--- src/rtl/intc_benes_route_loader_pkg.sv ---
// Shared constants, command codes and FSM encoding for the Benes route loader.
package intc_benes_route_loader_pkg;

  localparam int STAGE_NUM = 9;
  localparam int CYCLES    = 2;
  localparam int CMD_W     = 8;
  localparam int DATA_W    = 32;

  localparam logic [CMD_W-1:0] COMMAND_SET_ROUTE    = 8'd30;
  localparam logic [CMD_W-1:0] COMMAND_COMMIT_ROUTE = 8'd31;

  localparam int ROUTE_ERR_DROP       = 0;
  localparam int ROUTE_ERR_STAGE      = 1;
  localparam int ROUTE_ERR_INCOMPLETE = 2;

  typedef enum logic [1:0] {
    ROUTE_IDLE       = 2'd0,
    ROUTE_WAIT_DRAIN = 2'd1,
    ROUTE_SWAP       = 2'd2,
    ROUTE_STAGGER    = 2'd3
  } route_state_e;

endpackage

--- src/rtl/intc_benes_route_loader_if.sv ---
// Command/data port carrying route commands into the loader.
interface intc_benes_route_loader_if
  import intc_benes_route_loader_pkg::*;
();
  logic              valid;
  logic [CMD_W-1:0]  command;
  logic [DATA_W-1:0] data0;
  logic [DATA_W-1:0] data1;

  modport master (output valid, command, data0, data1);
  modport slave  (input  valid, command, data0, data1);
endinterface

--- src/rtl/intc_benes_route_loader_shadow_bank.sv ---
// Shadow select registers with a per-stage written mask; full mask gates a commit.
module intc_route_shadow_bank #(
  parameter int STAGE_NUM = 9,
  parameter int SEL_W     = 16,
  parameter int IDX_W     = 8
) (
  input  logic                                clk,
  input  logic                                rstn,
  input  logic                                wr_en,
  input  logic [IDX_W-1:0]                    wr_stage,
  input  logic [SEL_W-1:0]                    wr_module,
  input  logic [SEL_W-1:0]                    wr_slot,
  input  logic                                mask_clr,
  output logic [0:STAGE_NUM-1][SEL_W-1:0]     module_shadow,
  output logic [0:STAGE_NUM-1][SEL_W-1:0]     slot_shadow,
  output logic                                mask_full
);

  logic [STAGE_NUM-1:0] mask;

  // NOTE: the shadow array is reset like any control register because a
  // commit after reset must never expose stale routing to the network.
  always_ff @(posedge clk or negedge rstn) begin
    if (!rstn) begin
      module_shadow <= '0;
      slot_shadow   <= '0;
      mask          <= '0;
    end else begin
      if (mask_clr) mask <= '0;
      for (int s = 0; s < STAGE_NUM; s++) begin
        if (wr_en && wr_stage == IDX_W'(s)) begin
          module_shadow[s] <= wr_module;
          slot_shadow[s]   <= wr_slot;
          mask[s]          <= 1'b1;
        end
      end
    end
  end

  assign mask_full = &mask;

endmodule

--- src/rtl/intc_benes_route_loader.sv ---
// Benes route loader: decodes SET/COMMIT commands and swaps the shadow bank into
// the active bank. Optional macro INTC_ROUTE_STAGGER_EN staggers the swap per stage.
module intc_benes_route_loader
  import intc_benes_route_loader_pkg::*;
#(
  parameter int STAGE_NUM = intc_benes_route_loader_pkg::STAGE_NUM,
  parameter int SEL_W     = 16,
  parameter int CYCLES    = intc_benes_route_loader_pkg::CYCLES
) (
  input  logic                            clk,
  input  logic                            rstn,
  intc_benes_route_loader_if.slave        i_cmd,
  input  logic                            i_intc_idle,
  input  logic                            i_err_clr,
  output logic                            o_ready,
  output logic [0:STAGE_NUM-1][SEL_W-1:0] o_module_select,
  output logic [0:STAGE_NUM-1][SEL_W-1:0] o_slot_select,
  output logic [7:0]                      o_epoch,
  output logic [2:0]                      o_err
);

  localparam logic [1:0] ST_IDLE       = ROUTE_IDLE;
  localparam logic [1:0] ST_WAIT_DRAIN = ROUTE_WAIT_DRAIN;
  localparam logic [1:0] ST_SWAP       = ROUTE_SWAP;
  localparam logic [1:0] ST_STAGGER    = ROUTE_STAGGER;

  logic [1:0] state, state_nxt;
  logic [7:0] stage_idx;
  logic       is_set, is_commit, accept, stage_ok;
  logic       set_ok, commit_full, swap_done;
  logic [2:0] err_set;
  logic       mask_full;
  logic [0:STAGE_NUM-1][SEL_W-1:0] module_shadow, slot_shadow;

  logic unused_data0_hi;
  assign unused_data0_hi = ^i_cmd.data0[DATA_W-1:8];

  // NOTE: every combinational output gets a default first so no path can
  // fall through and infer a latch.
  always_comb begin
    stage_idx   = i_cmd.data0[7:0];
    is_set      = (i_cmd.command == COMMAND_SET_ROUTE);
    is_commit   = (i_cmd.command == COMMAND_COMMIT_ROUTE);
    accept      = i_cmd.valid && o_ready;
    stage_ok    = (stage_idx < 8'(STAGE_NUM));
    set_ok      = accept && is_set && stage_ok;
    commit_full = accept && is_commit && mask_full;
    err_set                       = '0;
    err_set[ROUTE_ERR_DROP]       = i_cmd.valid && !o_ready && (is_set || is_commit);
    err_set[ROUTE_ERR_STAGE]      = accept && is_set && !stage_ok;
    err_set[ROUTE_ERR_INCOMPLETE] = accept && is_commit && !mask_full;
  end

  intc_route_shadow_bank #(
    .STAGE_NUM (STAGE_NUM),
    .SEL_W     (SEL_W),
    .IDX_W     (8)
  ) u_shadow (
    .clk           (clk),
    .rstn          (rstn),
    .wr_en         (set_ok),
    .wr_stage      (stage_idx),
    .wr_module     (SEL_W'(i_cmd.data1[15:0])),
    .wr_slot       (SEL_W'(i_cmd.data1[31:16])),
    .mask_clr      (swap_done),
    .module_shadow (module_shadow),
    .slot_shadow   (slot_shadow),
    .mask_full     (mask_full)
  );

`ifdef INTC_ROUTE_STAGGER_EN
  localparam int LAST_CNT = (STAGE_NUM - 1) * CYCLES;
  localparam int CNT_W    = (LAST_CNT > 0) ? $clog2(LAST_CNT + 1) : 1;

  logic [CNT_W-1:0] stag_cnt;
  logic [0:STAGE_NUM-1][SEL_W-1:0] stage_module, stage_slot;
  logic unused_idle;
  assign unused_idle = i_intc_idle;

  assign swap_done = (state == ST_STAGGER) && (stag_cnt == CNT_W'(LAST_CNT));

  always_comb begin
    state_nxt = state;
    case (state)
      ST_IDLE:    if (commit_full) state_nxt = ST_STAGGER;
      ST_STAGGER: if (swap_done)   state_nxt = ST_IDLE;
      default:    state_nxt = ST_IDLE;
    endcase
  end

  // Staging snapshot decouples the stagger from SETs issued after the commit.
  always_ff @(posedge clk or negedge rstn) begin
    if (!rstn) begin
      stag_cnt     <= '0;
      stage_module <= '0;
      stage_slot   <= '0;
    end else if (commit_full) begin
      stag_cnt     <= '0;
      stage_module <= module_shadow;
      stage_slot   <= slot_shadow;
    end else if (state == ST_STAGGER) begin
      stag_cnt <= stag_cnt + 1'b1;
    end
  end

  always_ff @(posedge clk or negedge rstn) begin
    if (!rstn) begin
      o_module_select <= '0;
      o_slot_select   <= '0;
    end else if (state == ST_STAGGER) begin
      for (int s = 0; s < STAGE_NUM; s++) begin
        if (stag_cnt == CNT_W'(s * CYCLES)) begin
          o_module_select[s] <= stage_module[s];
          o_slot_select[s]   <= stage_slot[s];
        end
      end
    end
  end
`else
  localparam int unused_cycles = CYCLES;
  logic unused_stagger_state;
  assign unused_stagger_state = (state == ST_STAGGER);

  assign swap_done = (state == ST_SWAP);

  always_comb begin
    state_nxt = state;
    case (state)
      ST_IDLE:       if (commit_full) state_nxt = ST_WAIT_DRAIN;
      ST_WAIT_DRAIN: if (i_intc_idle) state_nxt = ST_SWAP;
      ST_SWAP:       state_nxt = ST_IDLE;
      default:       state_nxt = ST_IDLE;
    endcase
  end

  always_ff @(posedge clk or negedge rstn) begin
    if (!rstn) begin
      o_module_select <= '0;
      o_slot_select   <= '0;
    end else if (swap_done) begin
      o_module_select <= module_shadow;
      o_slot_select   <= slot_shadow;
    end
  end
`endif

  // NOTE: state registers use non-blocking assignments so every flop samples
  // pre-edge values regardless of block ordering.
  always_ff @(posedge clk or negedge rstn) begin
    if (!rstn) begin
      state   <= ST_IDLE;
      o_ready <= 1'b1;
      o_epoch <= '0;
      o_err   <= '0;
    end else begin
      state   <= state_nxt;
      o_ready <= (state_nxt == ST_IDLE);
      if (swap_done) o_epoch <= o_epoch + 8'd1;
      // A set condition in the same cycle as the clear survives it.
      o_err   <= (o_err & {3{~i_err_clr}}) | err_set;
    end
  end

endmodule

--- src/flat_wrapper.sv ---
// flat-port wrapper written by rule: the top's interface ports become plain ports
module intc_benes_route_loader_flat import intc_benes_route_loader_pkg::*;
#(
  parameter int STAGE_NUM = intc_benes_route_loader_pkg::STAGE_NUM,
  parameter int SEL_W     = 16,
  parameter int CYCLES    = intc_benes_route_loader_pkg::CYCLES
)
  (clk, rstn, i_intc_idle, i_err_clr, o_ready, o_module_select, o_slot_select, o_epoch, o_err, i_cmd_valid, i_cmd_command, i_cmd_data0, i_cmd_data1);
  intc_benes_route_loader_if i_cmd_i ();
  input  logic clk;
  input  logic rstn;
  input  logic i_intc_idle;
  input  logic i_err_clr;
  output logic o_ready;
  output logic [0:STAGE_NUM-1][SEL_W-1:0] o_module_select;
  output logic [0:STAGE_NUM-1][SEL_W-1:0] o_slot_select;
  output logic [7:0] o_epoch;
  output logic [2:0] o_err;
  input wire logic [$bits(i_cmd_i.valid)-1:0] i_cmd_valid;
  input wire logic [$bits(i_cmd_i.command)-1:0] i_cmd_command;
  input wire logic [$bits(i_cmd_i.data0)-1:0] i_cmd_data0;
  input wire logic [$bits(i_cmd_i.data1)-1:0] i_cmd_data1;
  assign i_cmd_i.valid = i_cmd_valid;
  assign i_cmd_i.command = i_cmd_command;
  assign i_cmd_i.data0 = i_cmd_data0;
  assign i_cmd_i.data1 = i_cmd_data1;
  intc_benes_route_loader #(.STAGE_NUM(STAGE_NUM), .SEL_W(SEL_W), .CYCLES(CYCLES)) u_core (.clk(clk), .rstn(rstn), .i_cmd(i_cmd_i), .i_intc_idle(i_intc_idle), .i_err_clr(i_err_clr), .o_ready(o_ready), .o_module_select(o_module_select), .o_slot_select(o_slot_select), .o_epoch(o_epoch), .o_err(o_err));
endmodule
--- config.mk ---
export PLATFORM = sky130hd
export DESIGN_NAME = intc_benes_route_loader_flat
export DESIGN_NICKNAME = d
export VERILOG_FILES = /design/src/rtl/intc_benes_route_loader_pkg.sv /design/src/rtl/intc_benes_route_loader_if.sv /design/src/rtl/intc_benes_route_loader_shadow_bank.sv /design/src/rtl/intc_benes_route_loader.sv /design/src/flat_wrapper.sv
export SDC_FILE = /design/constraint.sdc
export NUM_CORES = 1
export LEC_CHECK = 0
export BUFFER_PORTS_ARGS = -buffer_cell sky130_fd_sc_hd__buf_2
export CORE_UTILIZATION = 50
export CTS_BUF_LIST = sky130_fd_sc_hd__clkbuf_4
export DETAILED_ROUTE_END_ITERATION = 8
export PLACE_DENSITY_LB_ADDON = 0.1
export SKIP_LAST_GASP = 1
export SLEW_MARGIN = 5
export SYNTH_ARGS = -nofsm -noshare
export SYNTH_HDL_FRONTEND = slang
export SYNTH_SLANG_ARGS = --single-unit
--- constraint.sdc ---
create_clock -name clk -period 4.85 [get_ports clk]
set_input_delay 0.7275 -clock clk [delete_from_list [all_inputs] [get_ports clk]]
set_output_delay 0.7275 -clock clk [all_outputs]
set_load 0.05 [all_outputs]
== Word level (Yosys, flattened, before mapping) ==
Index checks and enable logic that the tools add are counted.
Operators by class
  add/subtract/negate cells: 1
  magnitude comparators: 1
  eq/ne operators: 12
  mux-type cells: 13
  bitwise gates (word level): 3
  reduce and logical (&&, ||, !) cells: 35
Operator list (number)
  8-bit by 3-bit == test with 1-bit output, second input constant: 4
  1-bit logical AND: 18
  2-bit nonzero test: 9
  8-bit by 2-bit == test with 1-bit output, second input constant: 2
  8-bit by 5-bit == test with 1-bit output, second input constant: 2
  1-bit two-way mux: 9
  9-bit two-way mux: 1
  9-bit AND reduction: 1
  8-bit by 1-bit adder with 8-bit output, second input constant: 1
  8-bit by 1-bit == test with 1-bit output, second input constant: 1
  8-bit by 4-bit == test with 1-bit output, second input constant: 1
  8-bit logical NOT: 1
  8-bit by 4-bit < comparator with 1-bit output, second input constant: 1
  2-bit logical NOT: 2
  2-bit two-way mux: 2
  2-bit case mux with 2 select lines: 1
  3-bit AND: 1
  1-bit logical NOT: 3
  3-bit OR: 1
  2-bit by 1-bit == test with 1-bit output, second input constant: 1
  2-bit == test, second input constant: 1
  1-bit logical OR: 1
  1-bit NOT: 1
Word-level totals
  register bits: 599
  word-level logic and storage cells: 114

== Depth between registers and ports, before layout ==
  depth after elaboration: 6
  depth in mapped cells: 7

== Cells and area by module ==
A second synthesis with hierarchy kept.
Second synthesis, totals
  cells, all modules: 1928
  area, all modules: 22544.1 um2
Modules (own cells, without submodules)
  intc_benes_route_loader: instances 1, cells an instance 1277, area each 11451.0 um2, sequential area each 7558.5 um2
  intc_route_shadow_bank: instances 1, cells an instance 651, area each 11093.1 um2, sequential area each 7432.1 um2

== Worst setup path after synthesis ==
Ideal clock, no wire load.
  kind: input-to-reg
  start point: in i_cmd_data0[7]
  end point: reg u_core.u_shadow.slot_shadow[102] (netlist name)
  library setup time: 125 ps
  arrival: 2478 ps
  required time: 4725 ps
  path slack: 2247 ps
  stages on the path: 5
  buffers on the path: 1
  cells stage by stage: or4_4 -> nor4_4 -> nand3_2 -> clkbuf_1 -> mux2_2
Between the ends
  longest elaborated chain between the ends: 3
Ends and longest elaborated chain
  start: declaration: RTL line flat_wrapper.sv:21  | input wire logic [$bits(i_cmd_i.data0)-1:0] i_cmd_data0;
  8-bit by 4-bit < comparator with 1-bit output: RTL line intc_benes_route_loader.sv:45  | stage_ok = (stage_idx < 8'(STAGE_NUM));
  1-bit logical AND: RTL line intc_benes_route_loader.sv:46  | set_ok = accept && is_set && stage_ok;
  1-bit logical AND (*): RTL line intc_benes_route_loader_shadow_bank.sv:31  | if (wr_en && wr_stage == IDX_W'(s)) begin
  end signal: indexed assignment: RTL line intc_benes_route_loader_shadow_bank.sv:33  | slot_shadow[s] <= wr_slot;
  end: declaration: RTL line intc_benes_route_loader_shadow_bank.sv:15  | output logic [0:STAGE_NUM-1][SEL_W-1:0] slot_shadow,
Every way passes the cells marked *; elsewhere a longest branch is shown, timed or not.
A chain may end at the register's enable or synchronous reset.

== Final worst setup path ==
  start point: reg u_core.o_ready
  end point: reg u_core.u_shadow.slot_shadow[69] (netlist name)
Between the ends
  longest elaborated chain between the ends: 4
Ends and longest elaborated chain
  start: declaration: RTL line intc_benes_route_loader.sv:15  | output logic o_ready,
  start signal: assignment: RTL line intc_benes_route_loader.sv:157  | o_ready <= (state_nxt == ST_IDLE);
  1-bit logical AND: RTL line intc_benes_route_loader.sv:44  | accept = i_cmd.valid && o_ready;
  1-bit logical AND (2 in series): RTL line intc_benes_route_loader.sv:46
  1-bit logical AND: RTL line intc_benes_route_loader_shadow_bank.sv:31
No other way between the ends.

==> results.py <==
metrics = {
    "run_status": {
        "status": "finished, final reports clean",
    },
    "worst_setup_path": {
        "crit_type": "flip-flop to flip-flop",
        "r2r_start": "u_core.o_ready",
        "end_kind": "flip-flop",
        "startpoint": "u_core.o_ready",
        "rr_endpoint": "u_core.u_shadow.slot_shadow[69]",
        "r2r_slack_ps": 1860,
        "cp-endpoint": "u_core.u_shadow.slot_shadow[69]",
        "worst-r2r-cell-count": 5,
        "cp.arrival_ps": 3830,
        "cp_data_required_time_ps": 5680,
        "worstPathMaxFanout": 18,
        "start_kind": "flip-flop",
    },
    "drt": {
        "vias_per_cell": 5.02,
        "post-route-drc-count": 0,
        "vias": 15400,
        "dr.pass1.iters": 6,
        "drtIter0Drc": 962,
        "drt_wl_total_um": 56200,
        "detail-route-antenna-nets": 0,
        "wl_per_cell_um": 18.3,
    },
    "logic_synthesis": {
        "synthCells": 1928,
        "async_reset_ff_frac": 1.00,
        "syn-num-nets": 2006,
        "synth_area_leader_cell": "dfrtp_1",
        "synth_commonest_cells": "nand2_1 (889), dfrtp_1 (598), mux2_2 (288), clkbuf_1 (70), buf_2 (22)",
        "ys_ff_latch": 599,
        "yosysMostFrequentCell": "nand2_1",
        "synth_area_um2": 22400,
        "ys.flop_type": "dfrtp_1",
        "synth.area.top_cells": "dfrtp_1 (67%), nand2_1 (15%), mux2_2 (14%), clkbuf_1 (1.2%), buf_2 (0.49%)",
        "yosys_warnings": 0,
        "avgSynthCellArea_um2": 11.6,
        "synth_top_area_share": 0.668,
        "yosysUniqueCellTypes": 35,
        "yosysSeqAreaShare": 0.669,
        "synth_edf_count": 0,
    },
    "floorplanning": {
        "coreArea_um2": 44200,
        "rows": 77,
        "initial_core_util": 0.506,
        "die_w_um": 214,
        "io_pins": 377,
        "fp.dieArea_um2": 45600,
        "die_h_um": 214,
    },
    "timing": {
        "fin_ws_ps": 1860,
        "rsz0062_at_grt": "false",
        "max-slew-margin-rel": 0.360,
        "period_share": 0.617,
        "fmaxAchievable_mhz": 334,
        "finalSetupTns_ps": 0,
        "period_needed_ps": 2990,
        "hold_viol": 0,
        "finalSetupViolations": 0,
        "finalMaxSlewViolations": 0,
        "finClkSkew_ps": 35.4,
        "worst_slew_pin_slew_ps": 960,
    },
    "placement": {
        "pre_cts_ws_ps": 1190,
        "dp_hpwl_um": 34600,
        "port_buffers": 352,
        "place.gp.congestion": 0.770,
        "place_inst": 2802,
    },
    "pwr": {
        "worst_ir_drop_vdd_uv": 209,
        "power_uw": 9670,
        "leakagePower_uw": 0.0160,
        "powerDensity_nw_per_um2": 360,
    },
    "global_route": {
        "gr-total-overflow": 0,
        "grt_antenna_before_repair": 2,
        "grt_pass1_wl_um": 87100,
        "track_usage": 0.256,
        "grt_pass1_vias": 15400,
        "grt_max_degree": 156,
    },
    "cts": {
        "cts_root_buf": "clkbuf_4",
        "cts.sinks": 599,
        "clkLatencyLatePin_ps": 980,
        "h-tree-depth": 4,
        "cts_resized": 0,
        "cts_tree": "yes",
        "post_cts_buffers": 0,
        "numCtsBuffers": 155,
        "max-clock-path-buffers": 3,
        "clkTransAtPathRegs_ps": 60,
    },
    "job": {
        "max-cap-violations": 0,
    },
    "finish": {
        "ff_latch_area_um2": 15000,
        "drive_above_1_share": 0.373,
        "final_core_util": 0.608,
        "fill_cells": 3797,
        "areaGrowthSynthToFinish_pct": 20.0,
        "multiInputGateArea_um2": 7020,
        "stdcell_count": 3070,
        "nets": 2449,
    },
    "min_path": {
        "hold_class": "input pin to flip-flop",
    },
}
per-stage QoR:
step	cell area [um2]	hold WS, ps
6_report	26900	123
5_1_grt	26900	49.3
4_1_cts	26900	9.71
3_5_place_dp	24800	443
3_3_place_gp	24800	440
2_1_floorplan	22400	432
sequential cells by signal, summed over array words and instances (netlist names):
register and cells:
u_core.o_module_select 144, u_core.o_slot_select 144, u_core.u_shadow.module_shadow 144, u_core.u_shadow.slot_shadow 144, u_core.u_shadow.mask 9, u_core.o_epoch 8, u_core.o_err 3, u_core.state 2
u_core.o_ready 1
worst min-delay path by stage:
stage,to,depth (start not counted),from
detailed placement,u_core.o_module_select[53],2,u_core.u_shadow.module_shadow[53]
global placement,u_core.o_slot_select[24],2,u_core.u_shadow.slot_shadow[24]
finish,u_core.o_err[1],4,i_cmd_command[5]
floorplan,u_core.o_epoch[0],0,rstn
CTS,u_core.o_err[1],4,i_cmd_command[5]
global route,u_core.o_err[0],4,i_cmd_command[6]
per-layer routing:
layer	track usage	wire [um]	vias to the layer above
li1	-	-	7169
met1	0.331	24300	7783
met2	0.397	26900	378
met3	0.0917	3810	67
met4	0.0966	1230	0
met5	0	0	-
cell usage in the layout, fill, tap and decap left out, types with 2 or more instances in the layout:
master / instances
or3_1: 2
buf_4: 20
and3_1: 4
dfrtp_1: 598
nand2_1: 889
nand2b_1: 2
inv_1: 3
mux2_2: 288
inv_2: 6
clkinv_1: 18
buf_2: 351
dlygate4sd3_1: 4
buf_12: 6
nand4b_2: 2
nand3_2: 4
clkbuf_4: 226
nand4_2: 2
nand3_1: 5
diode_2: 5
o41ai_1: 2
xnor2_1: 6
nand4_1: 2
bufinv_16: 7
nor2_1: 4
cell families after synthesis:
group / count (synthesis) / synth area share
compound gates: 7 / 0.00235
xor+xnor: 7 / 0.00274
fa+ha+maj: 1 / 0.000559
buf+inv: 99 / 0.0178
flops: 599 / 0.669
mux: 288 / 0.145
simple gates: 927 / 0.162
power by group:
| group | total, uW | switching, uW | leakage, uW | internal [uW] |
|---|---|---|---|---|
| combinational | 204 | 171 | 0.00645 | 33.4 |
| sequential | 5000 | 0.436 | 0.00833 | 5000 |
| clock | 4460 | 1980 | 0.00120 | 2490 |
| total | 9670 | 2150 | 0.0160 | 7520 |
layout make-up:
type / count / area share
clock buffer: 226 / 0.0632
sequential: 599 / 0.558
timing repair buffer: 382 / 0.0775
antenna: 5 / 0.000466
tap: 592 / 0.0276
inverter: 3 / 0.000419
clock inverter: 33 / 0.0116
multi-input combinational: 1230 / 0.261
worst max-delay path: stages (launching register included):
cell and delay (ps):
dfstp_2 550, nand2b_1 120, nor4_4 570, nand4b_2 780, buf_4 520, mux2_2 310
what timing repair did:
| item | 4_1_cts | 5_1_grt |
|---|---|---|
| hold endpoints to repair | 105 | 0 |
| hold buffers | 4 | 0 |
| endpoints found under the setup margin | 0 | 0 |
Note: power is estimated with default switching activity, not from simulation.
